### src/rtl/muldiv_unit.sv
// Iterative RV32M multiply/divide: one PREP cycle, 32 CALC cycles, one FIX cycle, one DONE pulse.
// Latency start->done is 34 edges for every op; start is ignored while busy, kill aborts PREP/CALC/FIX.
module muldiv_unit #(
  parameter int XLEN  = 32,
  parameter int CNT_W = 6
) (
  input  logic            clk,
  input  logic            rst,
  input  logic            start,
  input  logic            kill,
  input  logic [2:0]      md_op,
  input  logic [XLEN-1:0] operand1,
  input  logic [XLEN-1:0] operand2,
  output logic            busy,
  output logic            done,
  output logic [XLEN-1:0] md_out
);

  typedef enum logic [2:0] {IDLE, PREP, CALC, FIX, DONE} state_t;

  state_t            state;
  logic [CNT_W-1:0]  cnt;
  logic [2:0]        op_q;
  logic [XLEN-1:0]   a_q, b_q;
  logic [XLEN-1:0]   m_q;
  logic [XLEN-1:0]   hi, lo;
  logic              neg_q;

  logic              a_neg, b_neg, is_mul, res_neg;
  logic [XLEN-1:0]   a_mag, b_mag;
  logic [XLEN:0]     add_sum;
  logic [XLEN:0]     sh;
  logic              borrow;
  logic [XLEN-1:0]   dif;
  logic [2*XLEN-1:0] prod, prod_n;
  logic [XLEN-1:0]   quo_n, rem_n, fix_res;

  always_comb begin
    a_neg   = a_q[XLEN-1] & (op_q == 3'd1 || op_q == 3'd2 || op_q == 3'd4 || op_q == 3'd6);
    b_neg   = b_q[XLEN-1] & (op_q == 3'd1 || op_q == 3'd4 || op_q == 3'd6);
    a_mag   = a_neg ? -a_q : a_q;
    b_mag   = b_neg ? -b_q : b_q;
    is_mul  = ~op_q[2];
    res_neg = (op_q == 3'd6 || op_q == 3'd7) ? a_neg : (a_neg ^ b_neg);

    // hi:lo is the product accumulator for multiply and remainder:quotient for divide
    add_sum = {1'b0, hi} + (lo[0] ? {1'b0, m_q} : '0);
    sh      = {hi, lo[XLEN-1]};
    borrow  = sh < {1'b0, m_q};
    dif     = sh[XLEN-1:0] - m_q;

    prod    = {hi, lo};
    prod_n  = neg_q ? -prod : prod;
    quo_n   = neg_q ? -lo : lo;
    rem_n   = neg_q ? -hi : hi;

    fix_res = rem_n;
    case (op_q)
      3'd0:                fix_res = prod_n[XLEN-1:0];
      3'd1, 3'd2, 3'd3:    fix_res = prod_n[2*XLEN-1:XLEN];
      // divide by zero yields all ones regardless of sign
      3'd4, 3'd5:          fix_res = (m_q == '0) ? '1 : quo_n;
      default:             fix_res = rem_n;
    endcase
  end

  always_ff @(posedge clk or posedge rst) begin
    if (rst) begin
      state  <= IDLE;
      cnt    <= '0;
      op_q   <= '0;
      a_q    <= '0;
      b_q    <= '0;
      m_q    <= '0;
      hi     <= '0;
      lo     <= '0;
      neg_q  <= 1'b0;
      busy   <= 1'b0;
      done   <= 1'b0;
      md_out <= '0;
    end else begin
      case (state)
        IDLE: begin
          done <= 1'b0;
          if (start && !kill) begin
            op_q  <= md_op;
            a_q   <= operand1;
            b_q   <= operand2;
            busy  <= 1'b1;
            state <= PREP;
          end
        end
        PREP: begin
          // sign decode gets its own cycle so it stays off the iteration path
          if (kill) begin
            busy  <= 1'b0;
            state <= IDLE;
          end else begin
            m_q   <= is_mul ? a_mag : b_mag;
            hi    <= '0;
            lo    <= is_mul ? b_mag : a_mag;
            neg_q <= res_neg;
            cnt   <= '0;
            state <= CALC;
          end
        end
        CALC: begin
          if (kill) begin
            busy  <= 1'b0;
            state <= IDLE;
          end else begin
            if (is_mul) begin
              hi <= add_sum[XLEN:1];
              lo <= {add_sum[0], lo[XLEN-1:1]};
            end else begin
              hi <= borrow ? sh[XLEN-1:0] : dif;
              lo <= {lo[XLEN-2:0], ~borrow};
            end
            cnt <= cnt + 1'b1;
            if (cnt == CNT_W'(XLEN - 1))
              state <= FIX;
          end
        end
        FIX: begin
          busy  <= 1'b0;
          if (kill) begin
            state <= IDLE;
          end else begin
            md_out <= fix_res;
            done   <= 1'b1;
            state  <= DONE;
          end
        end
        DONE: begin
          done  <= 1'b0;
          state <= IDLE;
        end
        default: state <= IDLE;
      endcase
    end
  end

endmodule

### config.mk
export PLATFORM = sky130hd
export DESIGN_NAME = muldiv_unit
export DESIGN_NICKNAME = d
export VERILOG_FILES = /design/src/rtl/muldiv_unit.sv
export SDC_FILE = /design/constraint.sdc
export NUM_CORES = 1
export LEC_CHECK = 0
export BUFFER_PORTS_ARGS = -buffer_cell sky130_fd_sc_hd__buf_4
export CAP_MARGIN = 20
export CORE_MARGIN = 2
export CORE_UTILIZATION = 44
export CTS_CLUSTER_SIZE = 16
export DETAILED_ROUTE_END_ITERATION = 12
export HOLD_SLACK_MARGIN = 0.05
export SLEW_MARGIN = 20
export SYNTH_ARGS = -nofsm -noshare
export SYNTH_HDL_FRONTEND = slang
export SYNTH_SLANG_ARGS = --single-unit
### constraint.sdc
create_clock -name clk -period 12.1 [get_ports clk]
set_input_delay 0.605 -clock clk [delete_from_list [all_inputs] [get_ports clk]]
set_output_delay 0.605 -clock clk [all_outputs]
set_load 0.1 [all_outputs]
==> results.md, run 1 <==
- Status: complete, no violations
- Fin area: 18700 um2
- Starting Density: 0.448
- Pin count of the biggest net entering global routing: 89
- Final setup viols: 0
- Mapped Nets: 2183
- Setup_tns: 0 ns
- Cell Area, Placed: 17800 um2
- Share of cells above drive strength 1: 0.135
- CORE AREA: 37700 um2
- DR vias: 15800
- TritonCTS Buffers: 25
- Pre-antenna DRT Iters: 6
- RSZ-0062 raised after global routing: no
- Crit Path Max Fanout: 33
- TritonCTS Sinks: 207
- Synth cell count leaders: nor2_1, dfrtp_1, a21oi_1, o21ai_0, nand2_1
- First-pass GRT wire length: 90000 um
- Async S/R FF share, synth: 1.00
- Min cycle time layout: 4.26 ns
- Port Buf Inserts: 104
- Clock Skew: 0.0172 ns
- Avg Cell Area, Syn: 8.26 um2
- Final worst path period share: 0.352
- Critical path, cell by cell: inv_2 -> nor2_1 -> ha_1 -> a21o_1 -> a31oi_1 -> nand2_1 -> o211ai_1 -> a31oi_1 -> o41ai_1 -> o2111ai_1 -> a2111oi_0 -> o211ai_1
- Syn-to-layout area delta: 10.9%
- Max-cap violations: 0
- Skew-Pair Late Insertion Delay: 0.57 ns
- Synth Cell Area: 16900 um2
- Initial antenna violation count: 0
- Cell Pwr Density: 318 nW/um2
- Slew Limit Fails: 0
- Worst Reg2Reg Path Length in Cells: 12
- CTS root buf: clkbuf_16
- HPWL after detailed placement: 44200 um
- Vias per cell: 6.10
- Remaining global-route overflow: 0
- Crit Path Category: reg -> reg
- Clock buffer depth: 3
- Area of the multi-input gates: 10800 um2
- CTS tree: done
- Final GP Congestion: 0.943
- Post-CTS setup buffers: 0
- Fmax: 0.235 GHz
- Post-synthesis sequential area ratio: 0.307
- R2R Path End: hi[31]
- Peak supply drop: 0.000159 V
- Die Area: 39900 um2
- CTS H-tree lvls: 1
- Synth warn: 0
- Main synth FF type: dfrtp_1
- R2R setup slack: 7.84 ns
- Post-synthesis cell count: 2041
- Power Total: 5.94 mW
- CP arrival: 4.70 ns
- Initial DRC Count: 1389
- Setup slack after layout: 7.84 ns
- Drc violations: 0
- Net count, final: 2198
- Vias in the first global route: 14900
- CP endpoint kind: flop
- Antenna viol nets, final: 0
- Filler instances: 3740
- Slowest cell on the critical path: o41ai_1
- Critical Path RT: 12.54 ns
- #FFs+latches synth: 207
- Register area: 5180 um2
- Synth cell types: 86
- Smallest hold slack: 0.0844 ns
- Final Hold Vio Count: 0
- GRT Resource Usage Total: 0.294
- Final wirelength: 58200 um
- Row count: 71
- Most common cell in the netlist: nor2_1
- Tightest Hold Check Type: in -> async
- Worst-margin pin slew: 1.07 ns
- Number of top-level pins: 105
- DR WL/cell: 22.5 um
- Worst-path clk slew: 0.06 ns
- Worst reg2reg startpoint: lo[0]
- Worst setup path start: lo[0]
- Post-synth EDFFs: 0
- Yosys top cell by area: dfrtp_1
- Top post-synthesis cells by area: dfrtp_1, xnor2_1, a21oi_1
- Top cell type's share of synthesized area: 0.307
- Rel. slew slack: 0.287
- CP Launch Type: flop
- P_leak: 8.06 nW
- Hold_buf cts: 0
- Die Ht: 200 um
- N_diodes: 0
- Post-CTS sizing: 0
- Die Width: 200 um
- Crit path largest cell delay: 0.80 ns
- Dpl ws: 7.54 ns
## through the flow
step	instances	util
CTS	2584	0.496
detailed placement	2540	0.474
global placement	2540	0.474
global route	2584	0.496
finish	2584	0.496
floorplan	2041	-
## critical path, delay by kind of cell, from the launching register on
kind            cells  cell delay (ns)
buf+inv             1             0.52
simple gates        2             0.29
compound gates      8             2.40
flops               1             0.47
fa+ha+maj           1             0.42
## placed cells by master (no fill, tap or decap), drive strengths merged, types with 14 or more instances in the layout
| cell type | netlist | routed |
|---|---|---|
| a211oi | 24 | 24 |
| a21o | 35 | 35 |
| a21oi | 180 | 180 |
| a221oi | 14 | 14 |
| a31oi | 19 | 19 |
| and3 | 16 | 16 |
| buf | 26 | 125 |
| clkbuf | 110 | 36 |
| dfrtp | 207 | 207 |
| ha | 69 | 69 |
| inv | 77 | 78 |
| mux2 | 75 | 75 |
| mux2i | 49 | 49 |
| nand2 | 159 | 159 |
| nand3 | 35 | 35 |
| nor2 | 217 | 217 |
| nor2b | 14 | 14 |
| nor3 | 52 | 52 |
| nor4 | 23 | 23 |
| o211ai | 23 | 23 |
| o21ai | 168 | 168 |
| o22ai | 14 | 14 |
| o31ai | 19 | 19 |
| or3 | 21 | 21 |
| or4 | 19 | 19 |
| xnor2 | 110 | 110 |
| xor2 | 72 | 72 |
## state kept, by name, indices dropped and copies added, names as in the netlist, 3 cells and up
| name | cells |
|---|---|
| md_out | 32 |
| lo | 32 |
| cnt | 6 |
| m_q | 32 |
| b_q | 32 |
| a_q | 32 |
| state | 3 |
| op_q | 3 |
| hi | 32 |
## power by group
group	internal, mW	switching (mW)
combinational	1.35	2.38
sequential	0.947	0.484
clock	0.461	0.321
total	2.76	3.18
## area by class of cell
| class | count | share of cell area |
|---|---|---|
| multi-input combinational | 1619 | 0.577 |
| sequential | 207 | 0.277 |
| timing repair buffer | 125 | 0.0502 |
| clock buffer | 36 | 0.0389 |
| tap | 511 | 0.0342 |
| inverter | 78 | 0.0161 |
| clock inverter | 8 | 0.00616 |
## logic make-up after synthesis
logic type      share of synthesized area
mux                                0.0845
xor+xnor                           0.0946
buf+inv                            0.0539
fa+ha+maj                          0.0536
compound gates                      0.231
flops                               0.307
simple gates                        0.175
## worst max-delay path by stage
stage | endpoint | cells past startpoint
after floorplan | a_q[0] | 1
after global placement | hi[31] | 12
after detailed placement | hi[31] | 12
after CTS | hi[31] | 12
after global routing | hi[31] | 12
final | hi[31] | 12
## metal layers
| metal | GRT usage | vias up | share of wire |
|---|---|---|---|
| met5 | 0 | - | 0 |
| met4 | 0.0872 | 0 | 0.035 |
| met3 | 0.0407 | 110 | 0.064 |
| met2 | 0.461 | 580 | 0.44 |
| met1 | 0.423 | 7625 | 0.46 |
| li1 | - | 7447 | - |
Power figures use the tool's default switching activity.
==> run 2, diff against run 1 <==
- clock period: 12.1 -> 3.85 ns (I/O delays scaled with it)
==> run 2 against run 1 <==
Against the previous run:
- non-clock buffer count is 129 higher
- die area did not move
- design area rose by 6.4%
- first-iteration DRC count up 8.0%
- critical path depth increased by 1
- via count is 3.0% higher
==> results.md, run 2 (synthesized netlist as in run 1, its figures left out) <==
- Final wirelength: 60200 um
- Worst Reg2Reg Path Length in Cells: 13
- P_leak: 8.68 nW
- GRT Resource Usage Total: 0.305
- Vias in the first global route: 15300
- Filler instances: 3590
- Critical Path RT: 4.33 ns
- Row count: 71
- Final Hold Vio Count: 0
- Commonest non-fill, non-tap cell in the layout: nor2_1
- Worst reg2reg startpoint: lo[0]
- Port Buf Inserts: 104
- CORE AREA: 37700 um2
- Initial antenna violation count: 1
- Commonest cells after routing, fill and taps aside: nor2_1, dfrtp_1, a21oi_1, buf_4, o21ai_0
- Number of top-level pins: 105
- CP endpoint kind: flop
- Clock Skew: 0.00932 ns
- Antenna viol nets, final: 0
- Peak supply drop: 0.000420 V
- Pre-antenna DRT Iters: 6
- Syn-to-layout area delta: 17.9%
- N_diodes: 0
- Crit Path Max Fanout: 6
- CTS tree: done
- Worst-margin pin slew: 0.851 ns
- Register area: 5180 um2
- Die Ht: 200 um
- CP Launch Type: flop
- CTS H-tree lvls: 1
- Max-cap violations: 0
- Tightest Hold Check Type: in -> async
- Final worst path period share: 0.952
- Status: complete, no violations
- R2R setup slack: 0.19 ns
- Skew-Pair Late Insertion Delay: 0.56 ns
- TritonCTS Sinks: 207
- Post-Place Cells: 2598
- CP Capture Point: hi[28]
- Clock buffer depth: 3
- Worst-path clk slew: 0.06 ns
- HPWL after detailed placement: 46000 um
- Sw Share: 0.530
- Worst setup path start: lo[0]
- Remaining global-route overflow: 0
- Slew Limit Fails: 0
- Cell Pwr Density: 971 nW/um2
- TritonCTS Buffers: 25
- Drc violations: 0
- Min cycle time layout: 3.66 ns
- Clock Power Share: 0.126
- Pin count of the biggest net entering global routing: 126
- Net count, final: 2327
- First-pass GRT wire length: 92300 um
- Vias per cell: 5.99
- Final GP Congestion: 0.981
- Die Area: 39900 um2
- Area of the multi-input gates: 10800 um2
- P_sw: 10.2 mW
- Crit Path Category: reg -> reg
- Die Width: 200 um
- CTS root buf: clkbuf_16
- Setup_tns: 0 ns
- Rel. slew slack: 0.433
- Starting Density: 0.448
- RSZ-0062 raised after global routing: no
- CP arrival: 4.15 ns
- Finished Layout Cells: 2712
- R2R Path End: hi[28]
- Share of cells above drive strength 1: 0.154
- Flop pwr share: 0.213
- Initial DRC Count: 1500
- DR vias: 16200
- P_int: 9.08 mW
- Fmax: 0.273 GHz
- DR WL/cell: 22.2 um
- Final setup viols: 0
- Combinational cell fraction of total power: 0.660
[run 2: worst min-delay path by stage]
stage | startpoint | endpoint | slack, ns | cells after the start
final | rst | b_q[21] | 0.16 | 3
after global routing | rst | b_q[21] | 0.18 | 3
after CTS | rst | a_q[28] | 0.15 | 3
after detailed placement | rst | b_q[24] | 0.19 | 2
after global placement | rst | b_q[24] | 0.19 | 2
after floorplan | kill | state[0] | 0.27 | 1
[run 2: power groups by stage]
stage / logic [mW] / registers, mW / clock network, mW
after global placement: 12.3 / 4.10 / 0
final: 12.7 / 4.12 / 2.43
after global routing: 13.8 / 4.23 / 2.57
after detailed placement: 12.4 / 4.13 / 0
after CTS: 12.5 / 4.09 / 2.48
after floorplan: 7.95 / 4.81 / 0
[run 2: final cells by class]
| type | instances | share of cell area |
|---|---|---|
| Inverter | 78 | 0.0149 |
| Clock inverter | 9 | 0.00604 |
| Tap cell | 511 | 0.0322 |
| Sequential cell | 207 | 0.261 |
| Clock buffer | 34 | 0.0362 |
| Timing Repair Buffer | 254 | 0.107 |
| Multi-Input combinational cell | 1619 | 0.543 |
[run 2: worst max-delay path, stage by stage, from the launching register on]
cell,delay (ns)
dfrtp_1,0.37
inv_1,0.17
buf_4,0.20
nor2_1,0.07
ha_1,0.33
o21ai_0,0.38
nor3_1,0.13
o32ai_1,0.46
nand2_1,0.23
a221o_1,0.43
a211oi_1,0.28
xnor2_1,0.12
a211o_1,0.29
o21ai_1,0.13
[run 2: through the flow]
step / hold slack (ns) / cell area (um2) / setup slack [ns] / power, mW / util
after CTS: 0.148 / 19900 / 0.215 / 19.1 / 0.527
after floorplan: 0.270 / 16900 / 0.368 / 12.8 / -
after global routing: 0.184 / 19900 / 0.0437 / 20.6 / 0.528
final: 0.163 / 19900 / 0.186 / 19.3 / 0.528
after detailed placement: 0.190 / 18300 / 0.222 / 16.5 / 0.486
after global placement: 0.187 / 18300 / 0.315 / 16.4 / 0.486
[run 2: what timing repair did]
action,CTS,global route
endpoints found under the setup margin,0,10
resized for setup,0,3
setup buffers,0,0
hold buffers,71,0
hold endpoints to repair,151,0
[run 2: routing by layer]
| layer | GRT usage | wire length (um) | vias to the layer above |
|---|---|---|---|
| li1 | - | - | 7699 |
| met1 | 0.434 | 27000 | 7790 |
| met2 | 0.468 | 26200 | 636 |
| met3 | 0.0511 | 4490 | 114 |
| met4 | 0.105 | 2440 | 0 |
| met5 | 0 | 0 | - |
